<file path="src/rtl/tetris_game_ctrl.sv">
// Game control FSM for the Tetris datapath: piece lifecycle, gravity timing,
// soft drop, pause, line clearing and level/lines bookkeeping.
module tetris_game_ctrl #(
    parameter int ROWS            = 20,
    parameter int GEN_CYCLES      = 2,
    parameter int BASE_PERIOD     = 48,
    parameter int PERIOD_STEP     = 4,
    parameter int MIN_PERIOD      = 4,
    parameter int LINES_PER_LEVEL = 10,
    parameter int MAX_LEVEL       = 15
) (
    input  logic                             clk,
    input  logic                             reset,
    input  logic                             start,
    input  logic                             pause,
    input  logic                             frame_tick,
    input  logic                             key_rot,
    input  logic                             key_left,
    input  logic                             key_right,
    input  logic                             key_drop,
    input  logic                             landed,
    input  logic                             spawn_blocked,
    input  logic                             row_full,
    output logic                             drawing_board,
    output logic                             gen_shape,
    output logic                             new_lines,
    output logic                             set_shape,
    output logic                             fall_step,
    output logic                             rotate,
    output logic                             move_left,
    output logic                             move_right,
    output logic                             lock_piece,
    output logic                             clear_row,
    output logic [$clog2(ROWS)-1:0]          row_addr,
    output logic [$clog2(MAX_LEVEL+1)-1:0]   level,
    output logic [15:0]                      lines_total,
    output logic                             paused,
    output logic                             game_over
);

    localparam int ROW_W   = $clog2(ROWS);
    localparam int LEVEL_W = $clog2(MAX_LEVEL + 1);
    localparam int GRAV_W  = $clog2(BASE_PERIOD + 1);
    localparam int CLR_W   = $clog2(ROWS + 1);
    localparam int LPL_W   = $clog2(LINES_PER_LEVEL + 1);

    typedef enum logic [3:0] {
        S_IDLE, S_SPAWN, S_GEN, S_PLACE, S_FALL, S_PAUSED, S_LOCK, S_CLEAR, S_LOST
    } state_t;

    state_t               state_q, state_d;
    logic [3:0]           gen_cnt_q, gen_cnt_d;
    logic [GRAV_W-1:0]    grav_cnt_q, grav_cnt_d;
    logic [ROW_W-1:0]     row_addr_q, row_addr_d;
    logic [LEVEL_W-1:0]   level_q, level_d;
    logic [15:0]          lines_q, lines_d;
    logic [LPL_W-1:0]     line_cnt_q, line_cnt_d;
    logic [CLR_W-1:0]     clr_cnt_q, clr_cnt_d;

    logic [31:0]          drop_amt;
    logic [31:0]          period;
    logic                 step_due;

    // Gravity period with a floor; soft drop forces a step on every tick.
    always_comb begin
        drop_amt = 32'(level_q) * 32'(PERIOD_STEP);
        if (key_drop)
            period = 32'd1;
        else if (drop_amt + 32'(MIN_PERIOD) >= 32'(BASE_PERIOD))
            period = 32'(MIN_PERIOD);
        else
            period = 32'(BASE_PERIOD) - drop_amt;
        step_due = frame_tick && (32'(grav_cnt_q) >= period - 32'd1);
    end

    always_comb begin
        state_d    = state_q;
        gen_cnt_d  = gen_cnt_q;
        grav_cnt_d = grav_cnt_q;
        row_addr_d = row_addr_q;
        level_d    = level_q;
        lines_d    = lines_q;
        line_cnt_d = line_cnt_q;
        clr_cnt_d  = clr_cnt_q;
        gen_shape  = 1'b0;
        new_lines  = 1'b0;
        set_shape  = 1'b0;
        fall_step  = 1'b0;
        rotate     = 1'b0;
        move_left  = 1'b0;
        move_right = 1'b0;
        lock_piece = 1'b0;
        clear_row  = 1'b0;

        case (state_q)
            S_IDLE: begin
                if (start) begin
                    state_d    = S_SPAWN;
                    level_d    = '0;
                    lines_d    = '0;
                    line_cnt_d = '0;
                end
            end
            S_SPAWN: begin
                gen_shape = 1'b1;
                gen_cnt_d = '0;
                state_d   = S_GEN;
            end
            S_GEN: begin
                new_lines = 1'b1;
                if (gen_cnt_q == 4'(GEN_CYCLES - 1))
                    state_d = S_PLACE;
                else
                    gen_cnt_d = gen_cnt_q + 4'd1;
            end
            S_PLACE: begin
                set_shape  = 1'b1;
                grav_cnt_d = '0;
                state_d    = spawn_blocked ? S_LOST : S_FALL;
            end
            S_FALL: begin
                // Pause outranks a due step; the held counter defers it.
                if (pause) begin
                    state_d = S_PAUSED;
                end else if (step_due) begin
                    grav_cnt_d = '0;
                    if (landed)
                        state_d = S_LOCK;
                    else
                        fall_step = 1'b1;
                end else begin
                    if (frame_tick)
                        grav_cnt_d = grav_cnt_q + GRAV_W'(1);
                    rotate     = key_rot;
                    move_left  = key_left & ~key_right;
                    move_right = key_right & ~key_left;
                end
            end
            S_PAUSED: begin
                if (pause)
                    state_d = S_FALL;
            end
            S_LOCK: begin
                lock_piece = 1'b1;
                row_addr_d = ROW_W'(ROWS - 1);
                clr_cnt_d  = '0;
                state_d    = S_CLEAR;
            end
            S_CLEAR: begin
                if (row_full) begin
                    clear_row = 1'b1;
                    clr_cnt_d = clr_cnt_q + CLR_W'(1);
                    if (lines_q != 16'hFFFF)
                        lines_d = lines_q + 16'd1;
                    if (line_cnt_q == LPL_W'(LINES_PER_LEVEL - 1)) begin
                        line_cnt_d = '0;
                        if (level_q != LEVEL_W'(MAX_LEVEL))
                            level_d = level_q + LEVEL_W'(1);
                    end else begin
                        line_cnt_d = line_cnt_q + LPL_W'(1);
                    end
                    // A board that keeps reporting full rows cannot trap us here.
                    if (clr_cnt_q == CLR_W'(ROWS - 1))
                        state_d = S_SPAWN;
                end else if (row_addr_q != '0) begin
                    row_addr_d = row_addr_q - ROW_W'(1);
                end else begin
                    state_d = S_SPAWN;
                end
            end
            S_LOST: begin
                if (start)
                    state_d = S_IDLE;
            end
            default: state_d = S_IDLE;
        endcase

        if (reset) begin
            gen_shape  = 1'b0;
            new_lines  = 1'b0;
            set_shape  = 1'b0;
            fall_step  = 1'b0;
            rotate     = 1'b0;
            move_left  = 1'b0;
            move_right = 1'b0;
            lock_piece = 1'b0;
            clear_row  = 1'b0;
        end
    end

    always_ff @(posedge clk) begin
        if (reset) begin
            state_q    <= S_IDLE;
            gen_cnt_q  <= '0;
            grav_cnt_q <= '0;
            row_addr_q <= ROW_W'(ROWS - 1);
            level_q    <= '0;
            lines_q    <= '0;
            line_cnt_q <= '0;
            clr_cnt_q  <= '0;
        end else begin
            state_q    <= state_d;
            gen_cnt_q  <= gen_cnt_d;
            grav_cnt_q <= grav_cnt_d;
            row_addr_q <= row_addr_d;
            level_q    <= level_d;
            lines_q    <= lines_d;
            line_cnt_q <= line_cnt_d;
            clr_cnt_q  <= clr_cnt_d;
        end
    end

    assign drawing_board = (state_q == S_IDLE);
    assign paused        = (state_q == S_PAUSED);
    assign game_over     = (state_q == S_LOST);
    assign row_addr      = row_addr_q;
    assign level         = level_q;
    assign lines_total   = lines_q;

endmodule

</file>
<file path="config.mk">
export PLATFORM = sky130hd
export DESIGN_NAME = tetris_game_ctrl
export DESIGN_NICKNAME = d
export VERILOG_FILES = /design/src/rtl/tetris_game_ctrl.sv
export SDC_FILE = /design/constraint.sdc
export NUM_CORES = 1
export LEC_CHECK = 0
export ABC_CLOCK_PERIOD_IN_PS = 9300
export CORE_UTILIZATION = 40
export CTS_BUF_LIST = sky130_fd_sc_hd__clkbuf_8
export CTS_CLUSTER_SIZE = 14
export DETAILED_ROUTE_END_ITERATION = 16
export GPL_TIMING_DRIVEN = 0
export PLACE_DENSITY = 0.64
export SLEW_MARGIN = 0
export SYNTH_ARGS = -nofsm -noshare
export SYNTH_HDL_FRONTEND = slang
export SYNTH_SLANG_ARGS = --single-unit
</file>
<file path="constraint.sdc">
create_clock -name clk -period 9.3 [get_ports clk]
set_input_delay 2.79 -clock clk [delete_from_list [all_inputs] [get_ports clk]]
set_output_delay 2.79 -clock clk [all_outputs]
set_load 0.02 [all_outputs]
</file>
==> results of run 1 <==
worst max path at each step:
stage	startpoint	end	slack [ps]	cells past startpoint
floorplan	key_drop	fall_step	840	11
global placement	key_drop	rotate	-640	14
detailed placement	key_drop	rotate	-630	14
CTS	key_drop	rotate	40	13
global route	key_drop	move_left	170	13
finish	key_drop	rotate	360	13
layout make-up:
| cell class | count | area share (%) |
|---|---|---|
| Inverter | 23 | 2.21 |
| Clock buffer | 5 | 1.76 |
| Tap cell | 102 | 3.27 |
| Multi-Input combinational cell | 308 | 52.7 |
| Sequential cell | 48 | 24.6 |
| Clock inverter | 3 | 0.480 |
| Buffer | 19 | 2.24 |
| Timing Repair Buffer | 51 | 12.7 |
metrics by stage:
stage / power [mW] / setup TNS [ps]
2_1_floorplan: 0.401 / 0
3_3_place_gp: 0.464 / -2420
3_5_place_dp: 0.467 / -2370
4_1_cts: 0.596 / 0
5_1_grt: 0.632 / 0
6_report: 0.593 / 0
cell families (layout without fill, tap and decap cells):
family / after synthesis / count (layout) / share of synthesized area [%]
buffers and inverters: 43 / 101 / 5.47
adders and majority gates: 24 / 24 / 9.44
muxes: 6 / 6 / 1.93
and+or+nand+nor: 182 / 182 / 31.2
DFF: 48 / 48 / 30.2
AOI/OAI and AO/OA: 77 / 77 / 16.5
xor gates and xnor gates: 19 / 19 / 5.23
report_power, final:
group	switching, mW	internal, mW
clock	0.0764	0.0526
combinational	0.142	0.0908
sequential	0.0132	0.219
total	0.231	0.362
registers in the layout, summed over array words and instances (netlist names):
signal	flops
clr_cnt_q	5
gen_cnt_q	4
grav_cnt_q	6
level	4
line_cnt_q	4
lines_total	16
row_addr	5
state_q	4
per-layer routing:
metal / GRT usage, % / wire [um] / part of all wire [%] / up-vias
met5: 0 / 0 / 0 / -
met4: 4.89 / 78 / 1.0 / 0
met3: 3.43 / 237 / 3.1 / 7
met2: 31.8 / 3650 / 47 / 52
met1: 25.3 / 3770 / 49 / 1434
li1: - / - / - / 1564
critical path, cell delays in order:
cell and delay (ps):
dlymetal6s2s_1 180, or2_2 290, o32a_1 210, and3b_2 280, clkbuf_4 200, inv_1 70, ha_1 230, or4b_2 690
nor4_2 270, nand4_1 260, o21ai_2 280, nor3b_1 80, dlygate4sd2_1 340
cell usage in the layout (no fill, tap or decap), drive strengths merged, types with 9 or more instances in the layout:
cell and count:
clkbuf 19, nand4 16, nor3 10, nor2 43
a21oi 23, nand3 14, inv 23, nand2 32
xor2 16, clkdlybuf4s50 42, or3 9, buf 9
dfxtp 48, o21ai 27, nor4 9, ha 24
what timing repair did:
action	in CTS	in global routing
pin swaps	1	1
hold buffers	0	0
gates resized for setup	8	2
buffers inserted	2	2
endpoints found under the setup margin	4	4
==> impl_metrics.toml, run 1 <==
[placement]
globalplace.congestion = 0.803
portBuffers = 47
dp_hpwl_um = 5710
place_inst = 548
dp_slack_ps = -625
placed_area_um2 = 3780

[route]
ant_nets = 0
drc = 0
drt_wl_total_um = 7730
dr.pass1.iters = 4
vias_per_cell = 5.47
vias = 3057
drtIter0Drc = 137
wl_per_cell_um = 13.8

[timing]
fin_crit_sh_pct = 96.2
relSlewSlack_pct = 49.9
fmax_ghz = 0.112
hold_ws_ps = 504
skew_ps = 10.5
setup_viol = 0
rsz0062_at_grt = "no"
slew_viol_final = 0
hold_viol = 0
tightest_slew_ps = 742
finalCriticalPeriod_ps = 8940
fin_ws_ps = 355

[global_route]
overflow = 0
grt_antenna_before_repair = 0
grt_pass1_wl_um = 13000
grt_max_degree = 16
track_usage_pct = 19.1
grt_pass1_vias = 2799

[hold_path]
min_delay_path_depth = 2
whs_endpoint = "clr_cnt_q[1]$_SDFFE_PP0P_"
min_path_type = "register to register"
hp-start = "clr_cnt_q[1]$_SDFFE_PP0P_"

[clocking]
tritoncts = "done"
cts_root_buf = "clkbuf_8"
cts.clk_slew.worst_paths_ps = 90
clockBufferDepth = 2
cts_made_buffers = 5
htreeDepth = 2
clock_sinks = 48
insertion_delay_ps = 310

[yosys]
ys_top_cells_by_count = "dfxtp_1 (48), nor2_1 (43), nand2_1 (32)"
synth.distinct_cells = 60
synth_seq_cells = 48
syn_inst = 399
synthTopCellsByArea = "dfxtp_1 (30%), ha_1 (9.4%), nor2_1 (5.1%)"
synth_top_area_share_pct = 30.2
syn_nets = 435
synth_top_area_cell = "dfxtp_1"
avgSynthCellArea_um2 = 7.97
synth-async-reset-ratio_pct = 0
yosysWarnings = 0
synth_ff_type = "dfxtp_1"
synth_most_common_cell = "dfxtp_1"
seq_area_frac_synth_pct = 30.2
syn_area_um2 = 3180
synth_edf_count = 0

[layout]
syn2layout_area_growth_pct = 22.8
final_util_pct = 50.6
seqCellArea_um2 = 961
layout.cells.non_filler = 559
multi_input_area_um2 = 2060
antenna_cells = 0
fillers = 764
finalNetCount = 492
fin_area_um2 = 3910
drive_gt1_share_pct = 8.10

[pwr]
pwr_density_cell_nw_per_um2 = 152
ir_drop_mv = 0.0918
p_leak_nw = 1.44

[worst_setup_path]
path_class = "primary input to output port"
rr_endpoint = "grav_cnt_q[0]$_SDFFE_PP0P_"
cp-start-kind = "primary input"
worst-r2r-cell-count = 16
worstReg2RegStart = "level[0]$_SDFFE_PP0P_"
required_ps = 6510
crit_path_end_kind = "output port"
crit_fanout = 10
cp_data_arrival_time_ps = 6150
rrSetupSlack_ps = 5020

[floorplanning]
die_x_um = 91.2
start_util_pct = 41.2
die-height_um = 91.2
ios = 49
die_area_um2 = 8320
num_rows = 32
core_um2 = 7730

[job]
cap_violations = 0

[status]
status = "finished, final reports clean"
Power figures use the tool's default switching activity.
==> run 2: changes to the inputs <==
--- a/config.mk
+++ b/config.mk
@@ -10,7 +10,9 @@
 export CTS_BUF_LIST = sky130_fd_sc_hd__clkbuf_8
 export CTS_CLUSTER_SIZE = 14
 export DETAILED_ROUTE_END_ITERATION = 16
+export GPL_ROUTABILITY_DRIVEN = 0
 export GPL_TIMING_DRIVEN = 0
+export MAX_ROUTING_LAYER = met4
 export PLACE_DENSITY = 0.64
 export SLEW_MARGIN = 0
 export SYNTH_ARGS = -nofsm -noshare
==> run 2 against run 1 <==
  * First-iteration DRC count shrank 2.2%
  * Global-route usage grew 0.52 points
  * Critical path type unchanged
  * Non-clock buffer count shrank 1
  * Clock power is essentially flat
  * Critical endpoint unchanged
  * Sequential cell count is the same
  * Register-to-register slack gained 40 ps
  * Clock skew shrank 3.1 ps
  * Sequential share of layout area is essentially flat
  * Combinational power is essentially flat
  * Via count grew 0.46%
==> impl_metrics.toml, run 2 (synthesis gave the netlist of run 1 again) <==
[status]
status = "finished, final reports clean"

[job]
cap_violations = 0

[timing]
skew_ps = 7.37
finalCriticalPeriod_ps = 8920
slew_viol_final = 0
finalSetupTns_ps = 0
hold_ws_ps = 504
fin_crit_sh_pct = 95.9
fin_ws_ps = 380
tightest_slew_ps = 704
rsz0062_at_grt = "no"
hold_viol = 0
fmax_ghz = 0.112
relSlewSlack_pct = 52.6
setup_viol = 0

[route]
dr.pass1.iters = 4
vias = 3071
drtIter0Drc = 134
ant_nets = 0
vias_per_cell = 5.50
drc = 0
drt_wl_total_um = 7730
wl_per_cell_um = 13.8

[pwr]
ir_drop_mv = 0.0923
p_total_uw = 593
pwr_density_cell_nw_per_um2 = 152
p_leak_nw = 1.44

[layout]
largest_register_ffs = 16
final_cell_mix = "dfxtp_1 (48), nor2_1 (43), clkdlybuf4s50_1 (42)"
finalNetCount = 491
final_util_pct = 50.5
antenna_cells = 0
final_common_cell = "dfxtp_1"
syn2layout_area_growth_pct = 22.5
drive_gt1_share_pct = 7.89

[global_route]
track_usage_pct = 19.6
grt_pass1_wl_um = 13000
grt_pass1_vias = 2811
grt_antenna_before_repair = 0
grt_max_degree = 16
overflow = 0

[worst_setup_path]
required_ps = 6510
rr_endpoint = "grav_cnt_q[2]$_SDFFE_PP0P_"
crit_path_end_kind = "output port"
crit_fanout = 10
worstSetupEndpoint = "rotate"
startpoint = "key_drop"
path_class = "primary input to output port"
rrSetupSlack_ps = 5060
cp_data_arrival_time_ps = 6130
cp-start-kind = "primary input"
worstReg2RegStart = "level[0]$_SDFFE_PP0P_"
worst-r2r-cell-count = 16

[floorplanning]
die_x_um = 91.2
core_um2 = 7730
start_util_pct = 41.2
die_area_um2 = 8320
ios = 49
die-height_um = 91.2
num_rows = 32

[clocking]
cts.clk_slew.worst_paths_ps = 90
clock_sinks = 48
cts_made_buffers = 5
htreeDepth = 2
tritoncts = "done"
cts_root_buf = "clkbuf_8"
clockBufferDepth = 2
insertion_delay_ps = 310
ctsHoldBuffers = 0

[placement]
portBuffers = 47
dp_slack_ps = -625
dp_hpwl_um = 5710

[hold_path]
min_path_type = "register to register"
[run 2: changes by cell type in the layout (fill, tap and decap cells not counted)]
cell	previous run	this run
buf_4	4	3
[run 2: repair_timing]
action                     in CTS  in global routing
buffers inserted                2                  1
pin swaps                       1                  1
cloned                          0                  0
hold endpoints to repair        0                  0
gates resized for setup         8                  2
setup endpoints to repair       4                  4
[run 2: how the worst min path moves through the flow]
stage,start,endpoint,slack [ps],cells after the start
after floorplan,clr_cnt_q[1]$_SDFFE_PP0P_,clr_cnt_q[1]$_SDFFE_PP0P_,460,2
after global placement,clr_cnt_q[1]$_SDFFE_PP0P_,clr_cnt_q[1]$_SDFFE_PP0P_,480,2
after detailed placement,clr_cnt_q[1]$_SDFFE_PP0P_,clr_cnt_q[1]$_SDFFE_PP0P_,490,2
after CTS,clr_cnt_q[1]$_SDFFE_PP0P_,clr_cnt_q[1]$_SDFFE_PP0P_,500,2
after global routing,clr_cnt_q[1]$_SDFFE_PP0P_,clr_cnt_q[1]$_SDFFE_PP0P_,530,2
final,clr_cnt_q[1]$_SDFFE_PP0P_,clr_cnt_q[1]$_SDFFE_PP0P_,500,2
[run 2: report_power, final]
group	internal, mW	switching (mW)
clock	0.0526	0.0758
combinational	0.0907	0.142
sequential	0.219	0.0132
[run 2: worst max-delay path, cell delays in order]
cell and delay (ps):
dlymetal6s2s_1 180, or2_2 290, o32a_1 200, and3b_2 270, clkbuf_4 200, inv_1 70, ha_1 230, or4b_2 680
nor4_2 270, nand4_1 250, o21ai_2 270, nor3b_1 80, dlygate4sd2_1 340
[run 2: metal layers]
layer | GRT usage [%] | up-vias | wire (um)
li1 | - | 1565 | -
met1 | 25.4 | 1451 | 3780
met2 | 31.8 | 48 | 3640
met3 | 3.27 | 7 | 227
met4 | 4.89 | 0 | 78
met5 | - | - | 0
[run 2: metrics by stage]
stage | instances | instance area, um^2
2_1_floorplan | 399 | 3180
3_3_place_gp | 548 | 3780
3_5_place_dp | 548 | 3780
4_1_cts | 557 | 3880
5_1_grt | 558 | 3900
6_report | 558 | 3900
[run 2: final cells by class]
type	instances	area (um^2)
Buffer	19	87.6
Sequential cell	48	961
Inverter	23	86.3
Tap cell	102	128
Clock inverter	3	18.8
Clock buffer	5	68.8
Multi-Input combinational cell	308	2060
Timing Repair Buffer	50	490
Fill cell	765	3830
==> variant, RTL diff (settings of run 2) <==
The 9 states of `state_t` get a one-hot encoding in 9 bits.
--- a/src/rtl/tetris_game_ctrl.sv
+++ b/src/rtl/tetris_game_ctrl.sv
@@ -44,8 +44,8 @@
     localparam int CLR_W   = $clog2(ROWS + 1);
     localparam int LPL_W   = $clog2(LINES_PER_LEVEL + 1);
 
-    typedef enum logic [3:0] {
-        S_IDLE, S_SPAWN, S_GEN, S_PLACE, S_FALL, S_PAUSED, S_LOCK, S_CLEAR, S_LOST
+    typedef enum logic [8:0] {
+        S_IDLE = 9'b000000001, S_SPAWN = 9'b000000010, S_GEN = 9'b000000100, S_PLACE = 9'b000001000, S_FALL = 9'b000010000, S_PAUSED = 9'b000100000, S_LOCK = 9'b001000000, S_CLEAR = 9'b010000000, S_LOST = 9'b100000000
     } state_t;
 
     state_t               state_q, state_d;
Check against the original RTL: same outputs for any inputs over 10 cycles, from zero or initial values and one cycle with reset high; not proved beyond that.
==> variant against run 2 <==
Worst setup slack lost 0.11 ns; power shrank 12%; sequential cell count grew 5; combinational power shrank 47%; design area grew 2.9%; clock skew grew 0.0066 ns; routed wire length shrank 0.87%; first-iteration DRC count shrank 21%; area after synthesis grew 2.7%; critical endpoint is now fall_step; largest power group is now registers.
==> variant: results (changes against run 2) <==
Outcome
  – Status: finished clean (unchanged)

Power and ir drop
  – VDD IR max: 0.0912 mV (was 0.0923 mV)
  – Psw: 165 uW (was 231 uW)
  – Total power density per cell area: 130 nW/um^2 (was 152 nW/um^2)

GRT
  – Vias in the first global route: 2847 (was 2811)
  – First-pass GRT wire length: 13200 um (was 13000 um)
  – Total GRT Usage: 0.194 (was 0.196)
  – Met3 Track Usage GR: 0.0287 (was 0.0327)
  – GRT met2 Usage: 0.314 (was 0.318)
  – GR Layer Usage met1: 0.256 (was 0.254)
  – Largest net degree at the start of global routing: 18 (was 16)

STA
  – Tightest Pin Transition: 0.744 ns (was 0.704 ns)
  – Fin Clk Skew: 0.0140 ns (was 0.00737 ns)

Min path
  – Worst hold path depth: 1 (was 2)
  – Worst Min Path Start: grav_cnt_q[5] (was clr_cnt_q[1])

Route
  – Drt initial violations: 106 (was 134)
  – Routed WL: 7660 um (was 7730 um)
  – Vias: 3095 (was 3071)
  – Metal3 WL: 333 um (was 227 um)

Synthesis
  – Synth Area in Compound Gates: 0.133 (was 0.165)
  – Distinct cell type count after synthesis: 56 (was 60)
  – Sequential fraction of the synthesis area: 0.325 (was 0.302)
  – Post-synthesis adder-cell area fraction: 0.0957 (was 0.0944)
  – Post-Synth XOR/XNOR Area: 0.0563 (was 0.0523)

Worst setup path
  – Slowest stage cell, crit path: clkdlybuf4s50_1 (was or4b_2)
  – Critical R2R Capture: state_q[0] (was grav_cnt_q[2])
  – Critical Path AT: 6.24 ns (was 6.13 ns)
  – Slowest cell delay on critical path: 0.63 ns (was 0.68 ns)

Place
  – Post-DP HPWL: 5740 um (was 5710 um)

Clocking
  – CTS resizes: 0 (was 8)
-- variant: cell count changes in the layout (fill, tap and decap cells not counted), sizes merged, moves of 7 or more --
cell | run 2 | this run
conb | 0 | 7
nand2 | 32 | 22
nand3 | 14 | 34
nor2 | 43 | 52
nor3 | 10 | 20
o21ai | 27 | 16
xnor2 | 3 | 11
-- variant: per-stage QoR --
step                      setup WS, ns  std cells  cell area, um^2  hold WS [ns]  utilization
after floorplan                   1.37        416             3290         0.446            -
after global placement           0.249        565             3890         0.471        0.498
after detailed placement         0.182        565             3890         0.478        0.498
after CTS                        0.158        573             4000         0.497        0.513
after global routing            0.0553        573             4010         0.509        0.514
final                            0.268        573             4010         0.492        0.514
-- variant: final cells by class --
type                    instances  area [um^2]
plain buffers                  10         40.0
clock buffers                   5         68.8
clock inverters                 3         43.8
fillers                       772         3800
inverters                      23         86.3
multi-input cells             330         2110
flip-flops and latches         53         1060
well taps                     102          128
repair buffers                 47          470
